`src/rtl/pipe_flow_ctrl_pkg.sv`:
```
// ---------------------------------------------------------------------------
// pipe_ctrl_pkg
// Shared types and defaults for the pipeline PC-flow / hazard sequencer.
//   pipe_state_e  : sequencer states (RUN, SQUASH, HALTED)
//   DEF_PC_W      : default program counter width
//   DEF_FLUSH_CYC : default number of squash cycles after a redirect (1..7)
//   DEF_CNT_W     : default performance counter width
//   PC_STEP       : sequential PC increment in bytes
// ---------------------------------------------------------------------------
package pipe_ctrl_pkg;

  typedef enum logic [1:0] {
    RUN    = 2'd0,
    SQUASH = 2'd1,
    HALTED = 2'd2
  } pipe_state_e;

  localparam int DEF_PC_W      = 9;
  localparam int DEF_FLUSH_CYC = 2;
  localparam int DEF_CNT_W     = 16;
  localparam int PC_STEP       = 4;

endpackage

```
`src/rtl/pipe_flow_ctrl_if.sv`:
```
// ---------------------------------------------------------------------------
// pipe_flow_ctrl_if
// Bundle between the branch unit / hazard detector, the sequencer and the
// PC / pipeline registers.
//   Inputs to sequencer : ex_valid, ex_redirect, ex_target[31:0], ex_halt,
//                         ex_pc[PC_W-1:0], id_load_use, resume
//   Outputs of sequencer: pc_write, pc_load, pc_target[PC_W-1:0],
//                         if_id_flush, id_ex_flush, if_id_hold, halted,
//                         redirect_cnt[CNT_W-1:0], stall_cnt[CNT_W-1:0]
//   master : the pipeline side (drives EX/ID status, consumes controls)
//   slave  : the sequencer side
// ---------------------------------------------------------------------------
interface pipe_flow_ctrl_if
  import pipe_ctrl_pkg::*;
#(
  parameter int PC_W  = DEF_PC_W,
  parameter int CNT_W = DEF_CNT_W
);

  logic             ex_valid;
  logic             ex_redirect;
  logic [31:0]      ex_target;
  logic             ex_halt;
  logic [PC_W-1:0]  ex_pc;
  logic             id_load_use;
  logic             resume;

  logic             pc_write;
  logic             pc_load;
  logic [PC_W-1:0]  pc_target;
  logic             if_id_flush;
  logic             id_ex_flush;
  logic             if_id_hold;
  logic             halted;
  logic [CNT_W-1:0] redirect_cnt;
  logic [CNT_W-1:0] stall_cnt;

  modport master (
    output ex_valid, ex_redirect, ex_target, ex_halt, ex_pc, id_load_use, resume,
    input  pc_write, pc_load, pc_target, if_id_flush, id_ex_flush, if_id_hold,
           halted, redirect_cnt, stall_cnt
  );

  modport slave (
    input  ex_valid, ex_redirect, ex_target, ex_halt, ex_pc, id_load_use, resume,
    output pc_write, pc_load, pc_target, if_id_flush, id_ex_flush, if_id_hold,
           halted, redirect_cnt, stall_cnt
  );

endinterface

```
`src/rtl/pipe_flow_ctrl_sat_counter.sv`:
```
// ---------------------------------------------------------------------------
// sat_counter
// Saturating up-counter, cleared only by reset.
//   clk   : core clock, rising edge
//   rst_n : asynchronous active-low reset
//   inc   : count one event this cycle
//   count : current value, sticks at all-ones
// ---------------------------------------------------------------------------
module sat_counter #(
  parameter int W = 16
) (
  input  logic         clk,
  input  logic         rst_n,
  input  logic         inc,
  output logic [W-1:0] count
);

  always_ff @(posedge clk or negedge rst_n) begin
    if (!rst_n) begin
      count <= '0;
    end else if (inc && (count != {W{1'b1}})) begin
      count <= count + 1'b1;
    end
  end

endmodule

```
`src/rtl/pipe_flow_ctrl.sv`:
```
// ---------------------------------------------------------------------------
// pipe_flow_ctrl
// PC-flow and hazard sequencer for the 5-stage pipeline. Turns EX branch
// resolution, halts and ID load-use hazards into PC enable/load and
// IF/ID, ID/EX flush/hold controls, and runs the halt/resume sequence.
//   clk   : core clock, rising edge
//   rst_n : asynchronous active-low reset (all outputs forced to 0)
//   bus   : pipe_flow_ctrl_if.slave (EX/ID status in, controls out)
// Parameters: PC_W, FLUSH_CYC (1..7), CNT_W.
// Build option: define PIPE_PERF_CNT_EN to instantiate the saturating
// redirect / stall counters; otherwise both counter outputs are tied to 0.
// ---------------------------------------------------------------------------
module pipe_flow_ctrl
  import pipe_ctrl_pkg::*;
#(
  parameter int PC_W      = DEF_PC_W,
  parameter int FLUSH_CYC = DEF_FLUSH_CYC,
  parameter int CNT_W     = DEF_CNT_W
) (
  input logic             clk,
  input logic             rst_n,
  pipe_flow_ctrl_if.slave bus
);

  localparam logic [2:0]      SQ_INIT = 3'(FLUSH_CYC - 1);
  localparam logic [PC_W-1:0] STEP    = PC_W'(PC_STEP);

  pipe_state_e     state;
  logic [2:0]      squash_cnt;
  logic [PC_W-1:0] halt_pc;

  logic halt_req;
  logic redir_req;

  logic            pc_write_c;
  logic            pc_load_c;
  logic [PC_W-1:0] pc_target_c;
  logic            if_id_flush_c;
  logic            id_ex_flush_c;
  logic            if_id_hold_c;
  logic            halted_c;

  // Bits outside the PC window and the alignment bits of the target are dropped.
  logic target_unused;
  assign target_unused = ^{bus.ex_target[31:PC_W], bus.ex_target[1:0]};

  assign halt_req  = bus.ex_valid & bus.ex_halt;
  assign redir_req = bus.ex_valid & bus.ex_redirect;

  // State register: halt beats redirect; squash length counts the redirect
  // cycle itself, so SQUASH lasts FLUSH_CYC-1 cycles.
  always_ff @(posedge clk or negedge rst_n) begin
    if (!rst_n) begin
      state      <= RUN;
      squash_cnt <= '0;
      halt_pc    <= '0;
    end else begin
      case (state)
        RUN: begin
          if (halt_req) begin
            halt_pc <= bus.ex_pc;
            state   <= HALTED;
          end else if (redir_req && (FLUSH_CYC > 1)) begin
            squash_cnt <= SQ_INIT;
            state      <= SQUASH;
          end
        end
        SQUASH: begin
          if (squash_cnt <= 3'd1) begin
            squash_cnt <= '0;
            state      <= RUN;
          end else begin
            squash_cnt <= squash_cnt - 3'd1;
          end
        end
        HALTED: begin
          if (bus.resume) begin
            state <= RUN;
          end
        end
        default: state <= RUN;
      endcase
    end
  end

  // Control outputs decode from state plus live inputs; reset forces them low.
  always_comb begin
    pc_write_c    = 1'b0;
    pc_load_c     = 1'b0;
    pc_target_c   = '0;
    if_id_flush_c = 1'b0;
    id_ex_flush_c = 1'b0;
    if_id_hold_c  = 1'b0;
    halted_c      = 1'b0;
    if (rst_n) begin
      case (state)
        RUN: begin
          if (halt_req) begin
            if_id_flush_c = 1'b1;
            id_ex_flush_c = 1'b1;
          end else if (redir_req) begin
            pc_write_c    = 1'b1;
            pc_load_c     = 1'b1;
            pc_target_c   = {bus.ex_target[PC_W-1:2], 2'b00};
            if_id_flush_c = 1'b1;
            id_ex_flush_c = 1'b1;
          end else if (bus.id_load_use) begin
            if_id_hold_c  = 1'b1;
            id_ex_flush_c = 1'b1;
          end else begin
            pc_write_c = 1'b1;
          end
        end
        SQUASH: begin
          pc_write_c    = 1'b1;
          id_ex_flush_c = 1'b1;
        end
        HALTED: begin
          halted_c      = 1'b1;
          id_ex_flush_c = 1'b1;
          if (bus.resume) begin
            pc_write_c    = 1'b1;
            pc_load_c     = 1'b1;
            pc_target_c   = halt_pc + STEP;
            if_id_flush_c = 1'b1;
          end else begin
            if_id_hold_c = 1'b1;
          end
        end
        default: ;
      endcase
    end
  end

  assign bus.pc_write    = pc_write_c;
  assign bus.pc_load     = pc_load_c;
  assign bus.pc_target   = pc_target_c;
  assign bus.if_id_flush = if_id_flush_c;
  assign bus.id_ex_flush = id_ex_flush_c;
  assign bus.if_id_hold  = if_id_hold_c;
  assign bus.halted      = halted_c;

`ifdef PIPE_PERF_CNT_EN
  logic             accept_redirect;
  logic             stall_cyc;
  logic [CNT_W-1:0] redirect_q;
  logic [CNT_W-1:0] stall_q;

  // Only redirects and stalls actually honoured in RUN are counted.
  assign accept_redirect = (state == RUN) & ~halt_req & redir_req;
  assign stall_cyc       = (state == RUN) & ~halt_req & ~redir_req & bus.id_load_use;

  sat_counter #(.W(CNT_W)) u_redirect_cnt (
    .clk   (clk),
    .rst_n (rst_n),
    .inc   (accept_redirect),
    .count (redirect_q)
  );

  sat_counter #(.W(CNT_W)) u_stall_cnt (
    .clk   (clk),
    .rst_n (rst_n),
    .inc   (stall_cyc),
    .count (stall_q)
  );

  assign bus.redirect_cnt = redirect_q;
  assign bus.stall_cnt    = stall_q;
`else
  assign bus.redirect_cnt = '0;
  assign bus.stall_cnt    = '0;
`endif

endmodule

```
`src/flat_wrapper.sv`:
```
// flat-port wrapper written by rule: the top's interface ports become plain ports
module pipe_flow_ctrl_flat import pipe_ctrl_pkg::*;
#(
  parameter int PC_W      = DEF_PC_W,
  parameter int FLUSH_CYC = DEF_FLUSH_CYC,
  parameter int CNT_W     = DEF_CNT_W
)
  (clk, rst_n, bus_ex_valid, bus_ex_redirect, bus_ex_target, bus_ex_halt, bus_ex_pc, bus_id_load_use, bus_resume, bus_pc_write, bus_pc_load, bus_pc_target, bus_if_id_flush, bus_id_ex_flush, bus_if_id_hold, bus_halted, bus_redirect_cnt, bus_stall_cnt);
  pipe_flow_ctrl_if #(.PC_W(PC_W), .CNT_W(CNT_W)) bus_i ();
  input logic clk;
  input logic rst_n;
  input wire logic [$bits(bus_i.ex_valid)-1:0] bus_ex_valid;
  input wire logic [$bits(bus_i.ex_redirect)-1:0] bus_ex_redirect;
  input wire logic [$bits(bus_i.ex_target)-1:0] bus_ex_target;
  input wire logic [$bits(bus_i.ex_halt)-1:0] bus_ex_halt;
  input wire logic [$bits(bus_i.ex_pc)-1:0] bus_ex_pc;
  input wire logic [$bits(bus_i.id_load_use)-1:0] bus_id_load_use;
  input wire logic [$bits(bus_i.resume)-1:0] bus_resume;
  output wire logic [$bits(bus_i.pc_write)-1:0] bus_pc_write;
  output wire logic [$bits(bus_i.pc_load)-1:0] bus_pc_load;
  output wire logic [$bits(bus_i.pc_target)-1:0] bus_pc_target;
  output wire logic [$bits(bus_i.if_id_flush)-1:0] bus_if_id_flush;
  output wire logic [$bits(bus_i.id_ex_flush)-1:0] bus_id_ex_flush;
  output wire logic [$bits(bus_i.if_id_hold)-1:0] bus_if_id_hold;
  output wire logic [$bits(bus_i.halted)-1:0] bus_halted;
  output wire logic [$bits(bus_i.redirect_cnt)-1:0] bus_redirect_cnt;
  output wire logic [$bits(bus_i.stall_cnt)-1:0] bus_stall_cnt;
  assign bus_i.ex_valid = bus_ex_valid;
  assign bus_i.ex_redirect = bus_ex_redirect;
  assign bus_i.ex_target = bus_ex_target;
  assign bus_i.ex_halt = bus_ex_halt;
  assign bus_i.ex_pc = bus_ex_pc;
  assign bus_i.id_load_use = bus_id_load_use;
  assign bus_i.resume = bus_resume;
  assign bus_pc_write = bus_i.pc_write;
  assign bus_pc_load = bus_i.pc_load;
  assign bus_pc_target = bus_i.pc_target;
  assign bus_if_id_flush = bus_i.if_id_flush;
  assign bus_id_ex_flush = bus_i.id_ex_flush;
  assign bus_if_id_hold = bus_i.if_id_hold;
  assign bus_halted = bus_i.halted;
  assign bus_redirect_cnt = bus_i.redirect_cnt;
  assign bus_stall_cnt = bus_i.stall_cnt;
  pipe_flow_ctrl #(.PC_W(PC_W), .FLUSH_CYC(FLUSH_CYC), .CNT_W(CNT_W)) u_core (.clk(clk), .rst_n(rst_n), .bus(bus_i));
endmodule
```
`config.mk`:
```
export PLATFORM = sky130hd
export DESIGN_NAME = pipe_flow_ctrl_flat
export DESIGN_NICKNAME = d
export VERILOG_FILES = /design/src/rtl/pipe_flow_ctrl_pkg.sv /design/src/rtl/pipe_flow_ctrl_if.sv /design/src/rtl/pipe_flow_ctrl_sat_counter.sv /design/src/rtl/pipe_flow_ctrl.sv /design/src/flat_wrapper.sv
export SDC_FILE = /design/constraint.sdc
export NUM_CORES = 1
export LEC_CHECK = 0
export CORE_UTILIZATION = 34
export CTS_CLUSTER_SIZE = 40
export DETAILED_ROUTE_END_ITERATION = 10
export GPL_ROUTABILITY_DRIVEN = 0
export PLACE_DENSITY_LB_ADDON = 0.25
export SLEW_MARGIN = 20
export SYNTH_ARGS = -nofsm -noshare
export SYNTH_HDL_FRONTEND = slang
export SYNTH_HIERARCHICAL = 1
export SYNTH_SLANG_ARGS = --single-unit
```
`constraint.sdc`:
```
create_clock -name clk -period 1.99 [get_ports clk]
set_input_delay 0.199 -clock clk [delete_from_list [all_inputs] [get_ports clk]]
set_output_delay 0.199 -clock clk [all_outputs]
set_load 0.02 [all_outputs]
```
* After elaboration in Yosys (flattened, before gate mapping) *
Cells that the tools add are included.

cells by class
  reduce and logical (&&, ||, !) cells = 6
  bitwise logic cells = 2
  equal/unequal tests = 7
  $add $sub $neg = 2
  magnitude comparators = 1
  multiplexer cells = 39

operators by type and width
  cell                                                             number
  two-way mux 9 bit                                                4
  two-way mux 1 bit                                                20
  case mux 9 bit (2 select lines)                                  1
  adder 9 x 3 -> 9 bit (second input constant)                     1
  two-way mux 3 bit                                                3
  two-way mux 2 bit                                                4
  case mux 1 bit (2 select lines)                                  4
  case mux 2 bit (3 select lines)                                  1
  case mux 3 bit (2 select lines)                                  1
  AND reduction 3 bit                                              2
  inequality test 2 x 1 -> 1 bit (second input constant)           2
  inequality test 2 bit (second input constant)                    2
  less-or-equal comparator 3 x 1 -> 1 bit (second input constant)  1
  inequality test 3 x 1 -> 1 bit (second input constant)           1
  case mux 1 bit (3 select lines)                                  1
  subtractor 3 x 1 -> 3 bit (second input constant)                1
  AND 1 bit                                                        2
  == test 2 x 1 -> 1 bit (second input constant)                   1
  == test 2 bit (second input constant)                            1
  logical NOT 2 bit                                                1
  AND reduction 2 bit                                              1
  nonzero test 2 bit                                               1
  OR reduction 2 bit                                               1

word-level totals
  bits of input ports = 48
  word-level logic and storage cells = 60
  output and inout bits = 47
  register bits after elaboration = 14

* Longest topological paths before layout *
Gate-level depths: netlist of run 1.

  word-level depth = 5
  mapped depth = 7
  gate-level depth less buffers = 6

* Worst setup path after synthesis of run 1 *
Ideal clock, no wire load.

  path kind = reg-to-output
  from = reg u_core.state[0]
  to = out bus_pc_target[7]
  stages on the path, launching flop included = 6
  required time = 1.791 ns
  slack = -0.014 ns
  arrival = 1.805 ns
  path buffers = 1
  cell sequence = dfrtp_1 -> inv_1 -> ha_1 -> buf_2 -> o21ai_1 -> o41ai_1

between the ends
  cells in the longest elaborated chain, start to end = 3
  elaborated cells on any way between the ends = 4
  those cells by class = eq/ne (1); mux (2); reduce/logical (1)

ends and longest elaborated chain
  item                                                line                  source
  from (decl)                                         pipe_flow_ctrl.sv:28  pipe_state_e state;
  from (signal assigned)                              pipe_flow_ctrl.sv:54  state <= RUN;
  from (signal assigned)                              pipe_flow_ctrl.sv:62  state <= HALTED;
  from (signal assigned)                              pipe_flow_ctrl.sv:65  state <= SQUASH;
  == test 2 bit or logical NOT 2 bit (tied branches)  pipe_flow_ctrl.sv:96  case (state)
  case mux 9 bit (2 select lines) (*)                 pipe_flow_ctrl.sv:96
  two-way mux 9 bit (*)                               pipe_flow_ctrl.sv:95  if (rst_n) begin
  to (decl)                                           flat_wrapper.sv:21    output wire logic [$bits(bus_i.pc_target)-1:0] bus_pc_target;

Every way passes the cells marked *; elsewhere a longest branch is shown, timed or not.

* Worst setup path in the final report of run 1 *
  from = reg u_core.state[1]
  to = out bus_pc_target[7]

The elaborated chain is that of the path after synthesis.

==> results of run 1 <==
==> where the power goes <==
group / total (mW) / leakage (nW) / switching, mW / internal [mW]
logic: 1.42 / 0.684 / 0.698 / 0.718
clock network: 0.274 / 0.0288 / 0.0986 / 0.175
registers: 0.558 / 0.170 / 0.128 / 0.430
total: 2.25 / 0.882 / 0.924 / 1.32
==> timing repair <==
action | 4_1_cts | 5_1_grt
setup endpoints to repair | 15 | 9
gates resized for setup | 55 | 20
buffers inserted | 1 | 2
pin swaps | 1 | 2
hold endpoints to repair | 0 | 0
hold buffers | 0 | 0
==> synth_stat cells, types with 2 or more instances <==
cell and count:
buf_4 32, dfrtp_1 14, mux2_2 9, nand2_1 8
nor2_1 8, ha_1 7, inv_1 6, a21oi_1 5
and3_1 4, nand3_1 4, o21a_1 4, o21ai_0 4
a22oi_1 3, and2_1 3, a31oi_1 2, mux2i_1 2
nand2b_1 2, nor2b_1 2, xnor2_1 2
==> logic make-up (layout without fill, tap and decap cells) <==
| family | after synthesis | in the layout |
|---|---|---|
| compound gates | 27 | 27 |
| simple gates | 37 | 37 |
| mux | 11 | 11 |
| flops | 14 | 14 |
| buf+inv | 41 | 74 |
| fa+ha+maj | 7 | 7 |
| other cells | 1 | 32 |
| xor+xnor | 3 | 3 |
==> sequential cells by signal, indices dropped and copies added, names as in the netlist <==
register	count
u_core/state	2
u_core/halt_pc	9
u_core/squash_cnt	3
==> worst min-delay path by stage <==
stage                                                 from                          endpoint  slack, ns  depth (start not counted)
after floorplan                                      rst_n     u_core/halt_pc[0]$_DFFE_PN0P_       -0.1                          0
after global placement    u_core/squash_cnt[2]$_DFFE_PN0P_  u_core/squash_cnt[2]$_DFFE_PN0P_       0.47                          1
after detailed placement  u_core/squash_cnt[2]$_DFFE_PN0P_  u_core/squash_cnt[2]$_DFFE_PN0P_       0.48                          1
after CTS                                            rst_n       u_core/state[1]$_DFFE_PN0P_       0.43                          2
after global routing                                 rst_n       u_core/state[1]$_DFFE_PN0P_       0.46                          2
final                                                rst_n       u_core/state[1]$_DFFE_PN0P_       0.44                          2
==> worst reg2reg max path, stage by stage, from the launching register on <==
cell      delay, ns
dfrtp_1        0.38
inv_2          0.11
ha_4           0.17
buf_4          0.13
nand4b_1       0.18
buf_4          0.20
buf_4          0.12
buf_4          0.13
o21ai_2        0.11
nand2_1        0.11
o22ai_1        0.19
==> per-layer routing <==
layer	global-route usage (%)	wire, um
met3	1.64	146
met1	18.1	1340
met4	6.10	38
met5	0	0
met2	27.4	1500
==> cell type report <==
class                   count  share of cell area [%]
clock buffers               4                    3.01
inverters                   6                    1.23
multi-input cells         117                    44.9
flip-flops and latches     14                    19.1
well taps                  46                    3.14
repair buffers             64                    28.6
==> through the flow <==
step                cells  hold WS (ns)
finish                251         0.443
global route          251         0.462
CTS                   249         0.432
detailed placement    244         0.479
global placement      244         0.471
floorplan             172       -0.0966
==> impl_summary.md, run 1 <==
Placement
The post-detailed-placement cell area is 0.00173 mm^2. The wire-length estimate of the detail-placed layout is 2390 um. The number of port buffers is 37. Timing analysis after detailed placement gives a worst setup slack of -0.229 ns.

Clock network
After clock tree synthesis, the clock-pin slew on the worst setup and hold paths is 0.06 ns. CTS placed an instance of clkbuf_8 at the clock tree root. The depth of the CTS H-tree is 1.

The worst-case clock buffer depth is 2. In this run, CTS created clock tree buffers numbering 3. The source-to-sink clock delay at the later pin of the worst-skew pair is 0.24 ns. The TritonCTS clock tree is yes. The tree built by TritonCTS fans out to 14 sinks.

Pwr
Dividing total power by cell area gives a power density of 1230 mW/mm^2. The overall power after layout is 2.25 mW. The analysis attributes to cell leakage a power of 0.882 nW.

Across the VDD grid, the largest voltage drop is 0.521 mV.

Synth
Synthesis inferred 14 register bits. Summing the areas of all and, or, nand and nor instances in the mapped netlist gives approximately 16% of the synthesized area. Yosys printed 6 warnings. By area the synthesized netlist is led by dfrtp_1, buf_4, mux2_2.

The share of synthesized area spent on multiplexers is 9.64%. The async set-reset flop share out of synthesis is 100%. The predominant post-synthesis flop cell is dfrtp_1. The area of the mapped netlist is 0.00126 mm^2. Yosys mapped the design onto 39 distinct sky130hd cell types. The synthesized netlist devotes approximately 15% of its cell area to compound gates. Of the post-synthesis cell area, the dominant cell type holds 27.8%. After Yosys synthesis, XOR and XNOR cells account for 2.09% of the synthesized area. The number of enable flip-flop cells after synthesis is 0.

The mean cell area of the mapped netlist is slightly below 9 um^2. By area, the combinational part of the netlist is dominated by buffers and inverters. The adder-cell share of the synthesized area is 6.96%. The fraction of the yosys area taken by sequential cells is 27.8%.

dfrtp_1 takes more of the synthesized area than any other cell. The post-synthesis cell count is around 140.

Setup path
The critical path ends at bus_pc_target[7]. The largest fanout of any net on the critical path is 5. The reg-to-reg critical path startpoint is u_core/state[0]$_DFFE_PN0P_. At the worst endpoint, the arrival time is ~1.7 ns. The worst reg2reg path endpoint is u_core/squash_cnt[1]$_DFFE_PN0P_. STA classifies the critical path endpoint as an output pin. Counting buffers and inverters, the worst setup path is 7 cells deep.

The number of cells on the worst reg-to-reg path is 10. The critical path goes through buf_4 -> ha_4 -> o21a_4 -> and3_4 -> a41oi_2 -> o41ai_2 -> buf_4. STA puts the critical path data required time at 1.79 ns. The sum of buffers and inverters on the critical path is 2. The worst setup path is of the flip-flop to output pin kind. The most numerous cell type found on the critical path is buf_4. The worst setup path is launched from a flip-flop. Broken down by cell family, the worst path's largest delay share belongs to compound AO/OA/AOI/OAI gates. The library cell contributing the largest single delay on the critical path is dfrtp_1. The setup check on the worst reg-to-reg path leaves a slack of 0.08 ns.

For this run, the slowest stage of the critical path takes 0.38 ns. The origin of the worst setup path is u_core/state[1]$_DFFE_PN0P_.

GRT
The wire length of the first global-routing pass is 4800 um. Summed over all layers, the global routing overflow is 0. The number of global-route vias before repair is 1084.

Entering global routing, the biggest net connects 20 pins. Across every metal layer, demand over resource in global routing totals 15.2%. The initial antenna violation count is 0.

Timing
Once routing completed, OpenROAD measured the worst setup slack at 0.0570 ns. For the final database, setup skew stands at 0.00238 ns. Setup total negative slack on the finished layout was measured at 0 ns. The final-report setup violation count is 0. The number of pins with negative max-slew slack in the final report came to 0. Timing would allow up to 517 MHz.

Setup repair after global routing could not meet its margin everywhere. The clock period minus worst slack is between 1.5 and 2 ns. The part of the cycle the worst path needs is 97.1%. The number of failing hold endpoints at the final stage was 0.

Routing
The total detailed-routing wirelength is ~3000 um. The via-per-instance ratio is 4.59. The first-pass iteration count of the detailed router is 4.

For this run, design rule violations remaining after detail routing come to 0. The detailed router's first-iteration violation count is 35. The mean routed wirelength per cell is 12.1 um. The via count of the routed design is 1153. The remaining antenna violation count after routing is 0.

Die
The effective utilization at floorplan is 36.6%. The full die area is 0.00395 mm^2. The die width is 62.8 um. The number of placement rows is 21. Measured along the y axis, the die boundary spans roughly 63 um. The region available for standard cell placement spans ~0.0034 mm^2.

For this design the top-level I/O count stands at 95.

Finish
The number of diodes is 0. After routing the design area is 0.00183 mm^2. The sequential cell area is 350 um^2.

The post-synthesis to final-layout area growth is 45.4%. The number of fill cells in the layout is about 320. Summing all multi-input logic gate instances after layout gives slightly above 800 um^2. Once layout is complete, the utilization of the core stands at between 50% and 60%. The most common cell after layout, fill and taps aside is conb_1. After the last flow step, the layout net total stands at 261. The post-route netlist has around 34% of its cells at a drive strength greater than 1. In the layout the commonest cells are conb_1, buf_4, clkdlybuf4s50_1, dfrtp_1, mux2_2.

Flow run
Across the run, the number of max-cap violations was 0.

Min path
The min-delay analysis places its worst path in the category input port to async pin.

Outcome
The run finished with clean final reports.
(Power assumes the default switching activity.)
==> inputs of run 2 (changes only) <==
--- a/config.mk
+++ b/config.mk
@@ -10,6 +10,8 @@
 export DETAILED_ROUTE_END_ITERATION = 10
 export GPL_ROUTABILITY_DRIVEN = 0
 export PLACE_DENSITY_LB_ADDON = 0.25
+export SETUP_SLACK_MARGIN = 0.05
+export SKIP_LAST_GASP = 1
 export SLEW_MARGIN = 20
 export SYNTH_ARGS = -nofsm -noshare
 export SYNTH_HDL_FRONTEND = slang
==> impl_summary.md, run 2 (same netlist as run 1, synthesis figures left out) <==
Clock network
The number of hold buffers added after CTS was 0. CTS built an H-tree with a depth of 1. The number of buffers added by the clock tree synthesis step is 3. The number of sinks driven by the clock tree is 14.

The worst-case clock buffer depth is 2. The TritonCTS clock tree is yes. The clock slew at the register clock pins of the worst setup and hold paths is 0.06 ns. The source-to-sink clock delay at the later pin of the worst-skew pair is between 0.2 and 0.25 ns. The clock root buffer is clkbuf_8.

Routing
The via count of the routed design is 1164. For this run, design rule violations remaining after detail routing come to 0. The count of nets left with antenna violations once routing finished came out at 0. The detailed router's first-iteration violation count is 31. The via-per-instance ratio is about 4.6. The pre-antenna-repair detailed-routing pass consisted of 4 iterations. Wires add up to a little over 3000 um.

The mean routed wirelength per cell is 12.1 um.

Timing
The achievable clock frequency is 519 MHz. After layout, the worst setup slack is 0.0616 ns. The final-report setup violation count is 0. The post-route clock skew is 0.00250 ns.

Subtracting the final worst setup slack from the clock period gives 1.93 ns. The number of pins with negative max-slew slack in the final report is 0. The part of the cycle the worst path needs is about 97%. Setup repair after global routing could not meet its margin everywhere. On the final layout, the worst hold slack is 0.443 ns. The number of failing hold endpoints at the final stage is 0.

Setup path
For this design, the slowest cell found on the critical path is dfrtp_1. The worst register-to-register path begins at u_core/state[0]$_DFFE_PN0P_. The worst setup path is of the flip-flop to output pin kind. The setup check on the worst reg-to-reg path leaves a slack of about 0.10 ns.

At the worst endpoint, the required time is around 1.8 ns. The critical path data arrival time is 1.73 ns. In this design, the stage delay of the slowest critical-path cell is roughly 0.40 ns. The signal on the critical path passes through buf_6 -> ha_4 -> o21a_4 -> and3_1 -> a41oi_2 -> o41ai_2 -> buf_4. The element type at the critical path end is an output pin.

The number of cells on the worst reg-to-reg path is 10. The worst register-to-register path ends at u_core/squash_cnt[1]$_DFFE_PN0P_. The worst setup path is launched from a flip-flop.

The largest fanout of any net on the critical path is 5.

Die
In this run the vertical extent of the chip is roughly 63 um. The area of the placeable core is 0.00344 mm^2. The die is 62.8 um wide. The number of top-level design ports is 95.

The die covers 0.00395 mm^2. The effective utilization at floorplan is 36.6%. The number of placement rows is 21.

Finish
The share of post-route cells with drive strength above 1 is about 36%. In the layout the commonest cells are buf_4, conb_1, clkdlybuf4s50_1, dfrtp_1, mux2_2. In the final layout, the registers with the most flip-flops are u_core/halt_pc: 9 flops, u_core/squash_cnt: 3 flops, u_core/state: 2 flops. More flip-flops sit in one register than any other, and that register is u_core/halt_pc.

In the final design database the tool counted approximately 260 nets. The number of diodes is 0. The post-synthesis to final-layout area growth is 49.1%. At the end of the flow the core is filled with cells to 54.5%. The number of standard cells in the final layout excluding fillers is between 200 and 300. The register with the most flip-flops in the layout has 9 of them.

Pwr
The worst-case IR drop observed on VDD is 0.525 mV. For this design the ratio of total power to cell area is 1220 mW/mm^2. Cell internal power was estimated by the tool at 1.34 mW. The net switching share of the total power is 41.4%. The reported leakage power is 0.896 nW.

The relative contribution of combinational cells to total power is roughly 64%. For this design the total switching power over the nets is 948 uW. Per report_power, the sequential group accounts for 24.6% of the total. The relative contribution of the clock network to total power is 11.9%.

Placement
In this run, placement finished with an instance count of 244. Port buffering added 37 buffers. At the placement stage, the worst setup path has a slack of -0.229 ns.

The placed wire-length estimate is between 2000 and 2500 um.

Flow run
The number of max-cap violations is 0.

GRT
The number of global-route vias before repair is 1082. Entering global routing, the biggest net connects 20 pins. The total congestion overflow is 0. The wire length of the first global-routing pass is 4800 um. The total routing usage reported by global routing is ~15%. The initial antenna violation count is 0.

Outcome
The run finished with clean final reports.

Min path
The path class of the tightest hold or removal check is input port to async pin.
run 2: cell count changes in the layout (fill, tap and decap cells not counted), moves of 3 or more:
cell / delta
a22oi_1: -3
a22oi_2: +3
buf_2: -3
buf_4: +3
buf_6: +3
run 2: layout make-up:
cell class                      count  area (um^2)
Inverter                            6         22.5
Clock buffer                        4         55.1
Fill cell                         315         1570
Sequential cell                    14          350
Tap cell                           46         57.6
Timing Repair Buffer               65          549
Multi-Input combinational cell    117          842
run 2: how the worst max path moves through the flow:
| stage | to | slack (ns) | start |
|---|---|---|---|
| after floorplan | bus_pc_target[7] | 0.24 | u_core/state[0]$_DFFE_PN0P_ |
| after global placement | bus_pc_target[7] | -0.19 | bus_ex_halt |
| after detailed placement | bus_pc_target[7] | -0.23 | u_core/state[0]$_DFFE_PN0P_ |
| after CTS | bus_pc_write | -0.02 | u_core/state[1]$_DFFE_PN0P_ |
| after global routing | bus_pc_target[7] | 0.002 | u_core/state[1]$_DFFE_PN0P_ |
| final | bus_pc_target[7] | 0.06 | u_core/state[1]$_DFFE_PN0P_ |
run 2: per-stage QoR:
| step | instance area, um^2 | setup TNS, ns | power [mW] |
|---|---|---|---|
| after floorplan | 1380 | 0 | 1.34 |
| after global placement | 1730 | -1.78 | 1.79 |
| after detailed placement | 1730 | -2.30 | 1.84 |
| after CTS | 1780 | -0.0291 | 2.16 |
| after global routing | 1880 | 0 | 2.44 |
| final | 1880 | 0 | 2.29 |
run 2: per-layer routing:
| layer | GRT usage [%] | part of all wire, % |
|---|---|---|
| met4 | 6.10 | 1.0 |
| met3 | 1.64 | 5.2 |
| met2 | 27.4 | 51 |
| met1 | 18.1 | 43 |
| met5 | 0 | 0 |
run 2: worst max-delay path: cells and delay by family, from the launching register on:
| family | cells | cell delay, ns |
|---|---|---|
| AO/OA/AOI/OAI | 3 | 0.46 |
| flip-flops | 1 | 0.40 |
| AND/OR/NAND/NOR | 1 | 0.17 |
| adder cells (fa/ha/maj) | 1 | 0.16 |
| buffers and inverters | 2 | 0.29 |
run 2: repair_timing:
action,in CTS,in global routing
setup endpoints to repair,15,14
pin swaps,1,4
resized for setup,61,29
buffers inserted,1,3
run 2: power groups by stage:
stage,logic [mW],registers (mW),clock network [mW]
6_report,1.45,0.562,0.273
3_3_place_gp,1.24,0.548,0
4_1_cts,1.32,0.553,0.283
5_1_grt,1.57,0.574,0.296
3_5_place_dp,1.28,0.556,0
2_1_floorplan,0.816,0.527,0
